[src/rtl/mem_copy_engine_if.sv]
// Memory-port bundle between the copy engine and the
// memory controller (via the external arbiter).
interface mem_copy_engine_if #(
  parameter int ADDR_WIDTH = 16,
  parameter int DATA_WIDTH = 32
);
  logic [ADDR_WIDTH-1:0] mem_address;
  logic [DATA_WIDTH-1:0] mem_wdata;
  logic [DATA_WIDTH-1:0] mem_rdata;
  logic                  mem_we;

  modport master (
    output mem_address,
    output mem_wdata,
    output mem_we,
    input  mem_rdata
  );

  modport slave (
    input  mem_address,
    input  mem_wdata,
    input  mem_we,
    output mem_rdata
  );
endinterface

[src/rtl/mem_copy_engine.sv]
// Word-by-word memory copy initiator: one read cycle then
// one write cycle per word, with a running checksum.
module mem_copy_engine #(
  parameter int ADDR_WIDTH = 16,
  parameter int DATA_WIDTH = 32,
  parameter int LEN_WIDTH  = 6
) (
  input  logic                  clock,
  input  logic                  reset_n,
  input  logic                  start,
  input  logic                  abort,
  input  logic [ADDR_WIDTH-1:0] src_addr,
  input  logic [ADDR_WIDTH-1:0] dst_addr,
  input  logic [LEN_WIDTH-1:0]  length,
  output logic                  busy,
  output logic                  done,
  output logic [DATA_WIDTH-1:0] checksum,
  mem_copy_engine_if.master     bus
);

  typedef enum logic [1:0] {
    IDLE,
    READ,
    WRITE,
    DONE
  } state_t;

  state_t                state_q;
  state_t                state_d;
  logic [ADDR_WIDTH-1:0] src_q;
  logic [ADDR_WIDTH-1:0] dst_q;
  logic [LEN_WIDTH-1:0]  len_q;
  logic [LEN_WIDTH-1:0]  idx_q;
  logic [LEN_WIDTH-1:0]  idx_nx;
  logic [DATA_WIDTH-1:0] buf_q;
  logic [DATA_WIDTH-1:0] sum_q;
  logic                  we_q;
  logic [ADDR_WIDTH-1:0] idx_ext;

  assign idx_nx  = idx_q + 1'b1;
  assign idx_ext = {{(ADDR_WIDTH-LEN_WIDTH){1'b0}}, idx_q};

  always_comb begin
    state_d = state_q;
    unique case (state_q)
      IDLE: begin
        if (start)
          state_d = (length == '0) ? DONE : READ;
      end
      READ: begin
        state_d = abort ? IDLE : WRITE;
      end
      WRITE: begin
        if (abort)
          state_d = IDLE;
        else if (idx_nx == len_q)
          state_d = DONE;
        else
          state_d = READ;
      end
      DONE: begin
        state_d = IDLE;
      end
      default: state_d = IDLE;
    endcase
  end

  always_ff @(posedge clock or negedge reset_n) begin
    if (!reset_n) begin
      state_q <= IDLE;
      src_q   <= '0;
      dst_q   <= '0;
      len_q   <= '0;
      idx_q   <= '0;
      buf_q   <= '0;
      sum_q   <= '0;
      we_q    <= 1'b0;
    end else begin
      state_q <= state_d;
      // Strobe comes straight from a flop so the controller
      // never sees a decode glitch on its write enable.
      we_q    <= (state_d == WRITE);
      if (state_q == IDLE && start) begin
        src_q <= src_addr;
        dst_q <= dst_addr;
        len_q <= length;
        idx_q <= '0;
        sum_q <= '0;
      end
      if (state_q == READ && !abort) begin
        buf_q <= bus.mem_rdata;
        sum_q <= sum_q + bus.mem_rdata;
      end
      if (state_q == WRITE)
        idx_q <= idx_nx;
    end
  end

  always_comb begin
    bus.mem_address = '0;
    bus.mem_wdata   = '0;
    unique case (1'b1)
      (state_q == READ):  bus.mem_address = src_q + idx_ext;
      (state_q == WRITE): begin
        bus.mem_address = dst_q + idx_ext;
        bus.mem_wdata   = buf_q;
      end
      default: ;
    endcase
  end

  assign bus.mem_we = we_q;
  assign busy       = (state_q == READ) || (state_q == WRITE);
  assign done       = (state_q == DONE);
  assign checksum   = sum_q;

endmodule

[src/flat_wrapper.sv]
// flat-port wrapper written by rule: the top's interface ports become plain ports
module mem_copy_engine_flat 
#(
  parameter int ADDR_WIDTH = 16,
  parameter int DATA_WIDTH = 32,
  parameter int LEN_WIDTH  = 6
)
  (clock, reset_n, start, abort, src_addr, dst_addr, length, busy, done, checksum, bus_mem_address, bus_mem_wdata, bus_mem_we, bus_mem_rdata);
  mem_copy_engine_if #(.ADDR_WIDTH(ADDR_WIDTH), .DATA_WIDTH(DATA_WIDTH)) bus_i ();
  input  logic clock;
  input  logic reset_n;
  input  logic start;
  input  logic abort;
  input  logic [ADDR_WIDTH-1:0] src_addr;
  input  logic [ADDR_WIDTH-1:0] dst_addr;
  input  logic [LEN_WIDTH-1:0] length;
  output logic busy;
  output logic done;
  output logic [DATA_WIDTH-1:0] checksum;
  output wire logic [$bits(bus_i.mem_address)-1:0] bus_mem_address;
  output wire logic [$bits(bus_i.mem_wdata)-1:0] bus_mem_wdata;
  output wire logic [$bits(bus_i.mem_we)-1:0] bus_mem_we;
  input wire logic [$bits(bus_i.mem_rdata)-1:0] bus_mem_rdata;
  assign bus_mem_address = bus_i.mem_address;
  assign bus_mem_wdata = bus_i.mem_wdata;
  assign bus_mem_we = bus_i.mem_we;
  assign bus_i.mem_rdata = bus_mem_rdata;
  mem_copy_engine #(.ADDR_WIDTH(ADDR_WIDTH), .DATA_WIDTH(DATA_WIDTH), .LEN_WIDTH(LEN_WIDTH)) u_core (.clock(clock), .reset_n(reset_n), .start(start), .abort(abort), .src_addr(src_addr), .dst_addr(dst_addr), .length(length), .busy(busy), .done(done), .checksum(checksum), .bus(bus_i));
endmodule
[config.mk]
export PLATFORM = sky130hd
export DESIGN_NAME = mem_copy_engine_flat
export DESIGN_NICKNAME = d
export VERILOG_FILES = /design/src/rtl/mem_copy_engine_if.sv /design/src/rtl/mem_copy_engine.sv /design/src/flat_wrapper.sv
export SDC_FILE = /design/constraint.sdc
export NUM_CORES = 1
export LEC_CHECK = 0
export BUFFER_PORTS_ARGS = -buffer_cell sky130_fd_sc_hd__buf_2
export CORE_MARGIN = 4
export CORE_UTILIZATION = 59
export CTS_CLUSTER_DIAMETER = 100
export DETAILED_ROUTE_END_ITERATION = 6
export PLACE_DENSITY = 0.89
export SKIP_CTS_REPAIR_TIMING = 1
export SKIP_LAST_GASP = 1
export SLEW_MARGIN = 0
export SYNTH_ARGS = -nofsm -noshare
export SYNTH_HDL_FRONTEND = slang
export SYNTH_SLANG_ARGS = --single-unit
[constraint.sdc]
create_clock -name clock -period 12.16 [get_ports clock]
set_clock_uncertainty 0.05 [all_clocks]
set_input_delay 1.216 -clock clock [delete_from_list [all_inputs] [get_ports clock]]
set_output_delay 1.216 -clock clock [all_outputs]
set_load 0.02 [all_outputs]
==> impl.org <==
** Yosys
- Netlist area before placement :: ~6900 um2
- Yosys printed 0 warnings.
- Synthesis produced a netlist with a net count of 863.
- Synthesized area per cell :: just over 9 um2
- For this run, asynchronously set or reset flops after synthesis account for 100%.
- Synthesis produced 743 cells.
- Yosys reg bits :: 111
- Main synth FF type :: sky130_fd_sc_hd__dfrtp_1
- Counting distinct cell types in the post-synthesis netlist gives 58.
- Counting flops with a built-in enable in the synthesized netlist gives 0.
- Register area share after synthesis :: between 40% and 50%

** Global routing
- Grt met2 use :: 43.9%
- Met1 demand-to-capacity share in global routing :: 33.1%
- For met3 alone, demand over resource in global routing was between 6 and 7%.
- The initial antenna violation count was 3.
- GRT Overall Usage :: ~26%
- The first global-routing pass estimated 27800 um of wire.
- Global routing finished with a remaining overflow of 0.
- Via count of the first global-routing pass :: ~5800
- Largest net degree at the start of global routing :: 70
- In this run the most used layer during global routing was met2.

** STA
- The total count of hold-check failures in the final report came to 0.
- Fin crit period :: 5.53 ns
- The count of final max-slew check failures is 0.
- For the final routed database, the setup TNS stands at 0 ns.
- In the finished design, the share of the clock period the worst path needs comes to 45.5%.
- Slew at the pin with the worst max-slew slack :: 1.00 ns
- Setup violations remaining at the end of the flow were counted as 0.
- Setup repair after global routing missed its margin :: no
- Top achievable clock speed :: ~0.18 GHz
- Relative slew slack :: 33.0%

** Critical path
- Top delay family on crit path :: buffers and inverters
- By startpoint and endpoint, the worst setup path is classified as register to primary output.
- On the worst path, the slowest cell contributes a delay of 0.55 ns.
- Register-to-register setup slack :: 9.08 ns
- At the worst endpoint, the arrival time is between 4 and 5 ns.
- Combined buffer and inverter count along the critical path :: 4
- Required time of the worst setup path :: 10.89 ns
- STA classifies the critical path startpoint as a register.
- The worst setup path is captured at a primary output.
- Cell type of the slowest stage on the worst timing path :: sky130_fd_sc_hd__buf_4
- Top fanout value on the critical path :: 65
- Worst path cell trace :: inv_1 -> ha_2 -> buf_4 -> mux2_2 -> ha_1 -> inv_1 -> fa_1 -> nand3b_1 -> a21boi_0 -> o21ai_0 -> a21oi_1 -> nand2_1 -> or3_1 -> and3_1 -> buf_2
- In this design, the critical path's most frequently occurring cell is sky130_fd_sc_hd__inv_1.

** Drt
- For this block, the routed nets add up to between 15000 and 20000 um of wire.
- Number of DRC violations after detailed-routing iteration 0 :: 416
- Total number of vias :: approximately 6000
- Average routed wire per standard cell :: 16.8 um
- First-pass detailed-route iteration total :: 5
- Remaining antenna violation count :: 0
- After detailed routing, the number of remaining DRC violations is 0.
- After detailed routing, the number of vias per cell comes to approximately 5.7.

** Finish
- Synthesis-to-finish area growth :: 17.2%
- In the final layout, the share of cells above drive strength 1 is 26.2%.
- At the end of the flow the core is filled with cells to 70.9%.
- Leaving out filler cells and counting taps, the final layout contains approximately 1000.
- Fin area :: 8090 um2
- After the last flow step, the layout net total stands at 997.
- Most frequent standard cell in the layout excluding fill and tap cells :: sky130_fd_sc_hd__nand2_1
- Highest-count cells in the layout ignoring fill and taps :: 157 x sky130_fd_sc_hd__nand2_1, 155 x sky130_fd_sc_hd__buf_2, 111 x sky130_fd_sc_hd__dfrtp_1

** Place
- Placed insts :: 1009
- Placed Area :: approximately 7800 um2
- Estimated wirelength of the detail-placed design :: 12500 um
- During placement, the flow inserted port buffers numbering around 160.
- Routability congestion estimate :: ~0.93

** Clock network
- Clock tree root buffer cell :: sky130_fd_sc_hd__clkbuf_16
- Insertion delay of the later-clocked pin in the worst-skew pair :: 0.35 ns
- TritonCTS built the clock tree.
- Clock-pin slew was measured on the worst setup and hold paths at around 0.07 ns.
- Clock tree synthesis found a total of 111 sinks.
- CTS buffer count :: 9
- In this run the deepest clock path goes through 2 buffers.
- Number of H-tree branching levels :: 3

** Outcome
- The run finished with clean final reports.

** Power and ir drop
- Across the VDD grid, the largest voltage drop is 0.000214 V.
- In this run the power density over the cells is 278 nW/um2.
- Summed over all cells, the static leakage comes to 4.13 nW.

** Floorplan
- The die covers between 10000 and 15000 um2.
- Starting density of the core :: between 60 and 70%
- IO Pins :: 157
- The core region is ~11000 um2.
- Measured along the x axis, the die boundary spans 116 um.
- The floorplan step set the die height to 116 um.
- Row generation in the floorplan step produced 39 rows.

** Worst hold path
- The path class of the tightest hold or removal check is register to register.

** Job
- Max-cap violations in this run came to 0.
## Yosys cell counts, drive strengths merged (3+ instances only)
library cell / n / area (um2)
and3: 7 / 43.8
o21ai: 53 / 265
nor4: 5 / 37.5
nand2: 158 / 593
nand2b: 7 / 43.8
xnor2: 23 / 201
a41oi: 3 / 26.3
a22o: 3 / 26.3
or3: 3 / 18.8
inv: 14 / 52.6
mux2: 44 / 495
a31oi: 4 / 25.0
nand4: 7 / 43.8
a32oi: 4 / 35.0
clkbuf: 26 / 97.6
nor3: 8 / 45.0
a21boi: 3 / 22.5
nor2b: 10 / 62.6
nand3: 8 / 40.0
nor2: 14 / 52.6
o31ai: 3 / 22.5
and2: 44 / 275
a21oi: 36 / 184
ha: 44 / 551
mux2i: 11 / 110
a211oi: 5 / 47.5
xor2: 24 / 210
a21o: 18 / 135
and4: 3 / 26.3
dfrtp: 111 / 2780
buf: 11 / 50.0
## cells by family (layout without fill, tap and decap cells)
family	Yosys count	in the layout	share of synthesized area [%]
AOI/OAI and AO/OA	153	153	14.4
buffers and inverters	51	190	2.90
muxes	55	55	8.77
other	0	1	0
DFF	111	111	40.2
and+or+nand+nor	280	280	19.2
adders and majority gates	46	46	8.55
xor gates and xnor gates	47	47	5.96
## registers in the layout (all words and copies together) (netlist names)
name / cells
u_core.src_q: 16
u_core.state_q: 2
u_core.buf_q: 32
u_core.dst_q: 16
u_core.len_q: 6
u_core.idx_q: 6
u_core.bus.mem_we: 1
u_core.checksum: 32
## metrics by stage
step / hold slack, ns / worst slack (ns) / power [mW]
after floorplan: 0.388 / 7.27 / 1.57
after global placement: 0.400 / 7.22 / 1.87
after detailed placement: 0.405 / 7.09 / 1.91
after CTS: 0.423 / 6.67 / 2.25
after global routing: 0.442 / 6.32 / 2.42
final: 0.417 / 6.63 / 2.25
## layer usage
metal / share of wire [%] / vias to the layer above / routed length, um
li1: - / 2837 / -
met1: 42 / 2792 / 7250
met2: 49 / 230 / 8400
met3: 7.2 / 34 / 1250
met4: 2.0 / 6 / 345
met5: 0.19 / - / 33
## final cells by class
| cell class | instances | area, um2 |
|---|---|---|
| antenna | 1 | 2.50 |
| clock inverter | 5 | 78.8 |
| multi-input combinational | 581 | 3950 |
| tap | 143 | 179 |
| inverter | 14 | 52.6 |
| sequential | 111 | 2780 |
| timing repair buffer | 160 | 813 |
| clock buffer | 11 | 243 |
| fill | 896 | 3320 |
## worst min-delay path, cell delays in order, from the launching register on
cell,delay [ns]
sky130_fd_sc_hd__dfrtp_1,0.34
sky130_fd_sc_hd__nand2_1,0.05
sky130_fd_sc_hd__nand2_1,0.05
## report_power, final
group          leakage [nW]  internal (mW)  total (mW)  switching, mW
Sequential             1.39          0.539       0.652          0.114
Combinational          2.58          0.516        1.28          0.760
Clock                 0.160          0.186       0.320          0.133
Total                  4.13           1.24        2.25           1.01
## path summary, 6_finish.rpt
path	from	to	cells after the start
min reg2reg	u_core.buf_q[31]	u_core.buf_q[31]	2
max in group asynchronous	reset_n	u_core.checksum[11]	2
max	u_core.state_q[0]	bus_mem_address[12]	15
min in group asynchronous	reset_n	u_core.dst_q[4]	1
min	u_core.buf_q[31]	u_core.buf_q[31]	2
max reg2reg	u_core.checksum[0]	u_core.checksum[28]	11
Note: power is estimated with default switching activity, not from simulation.
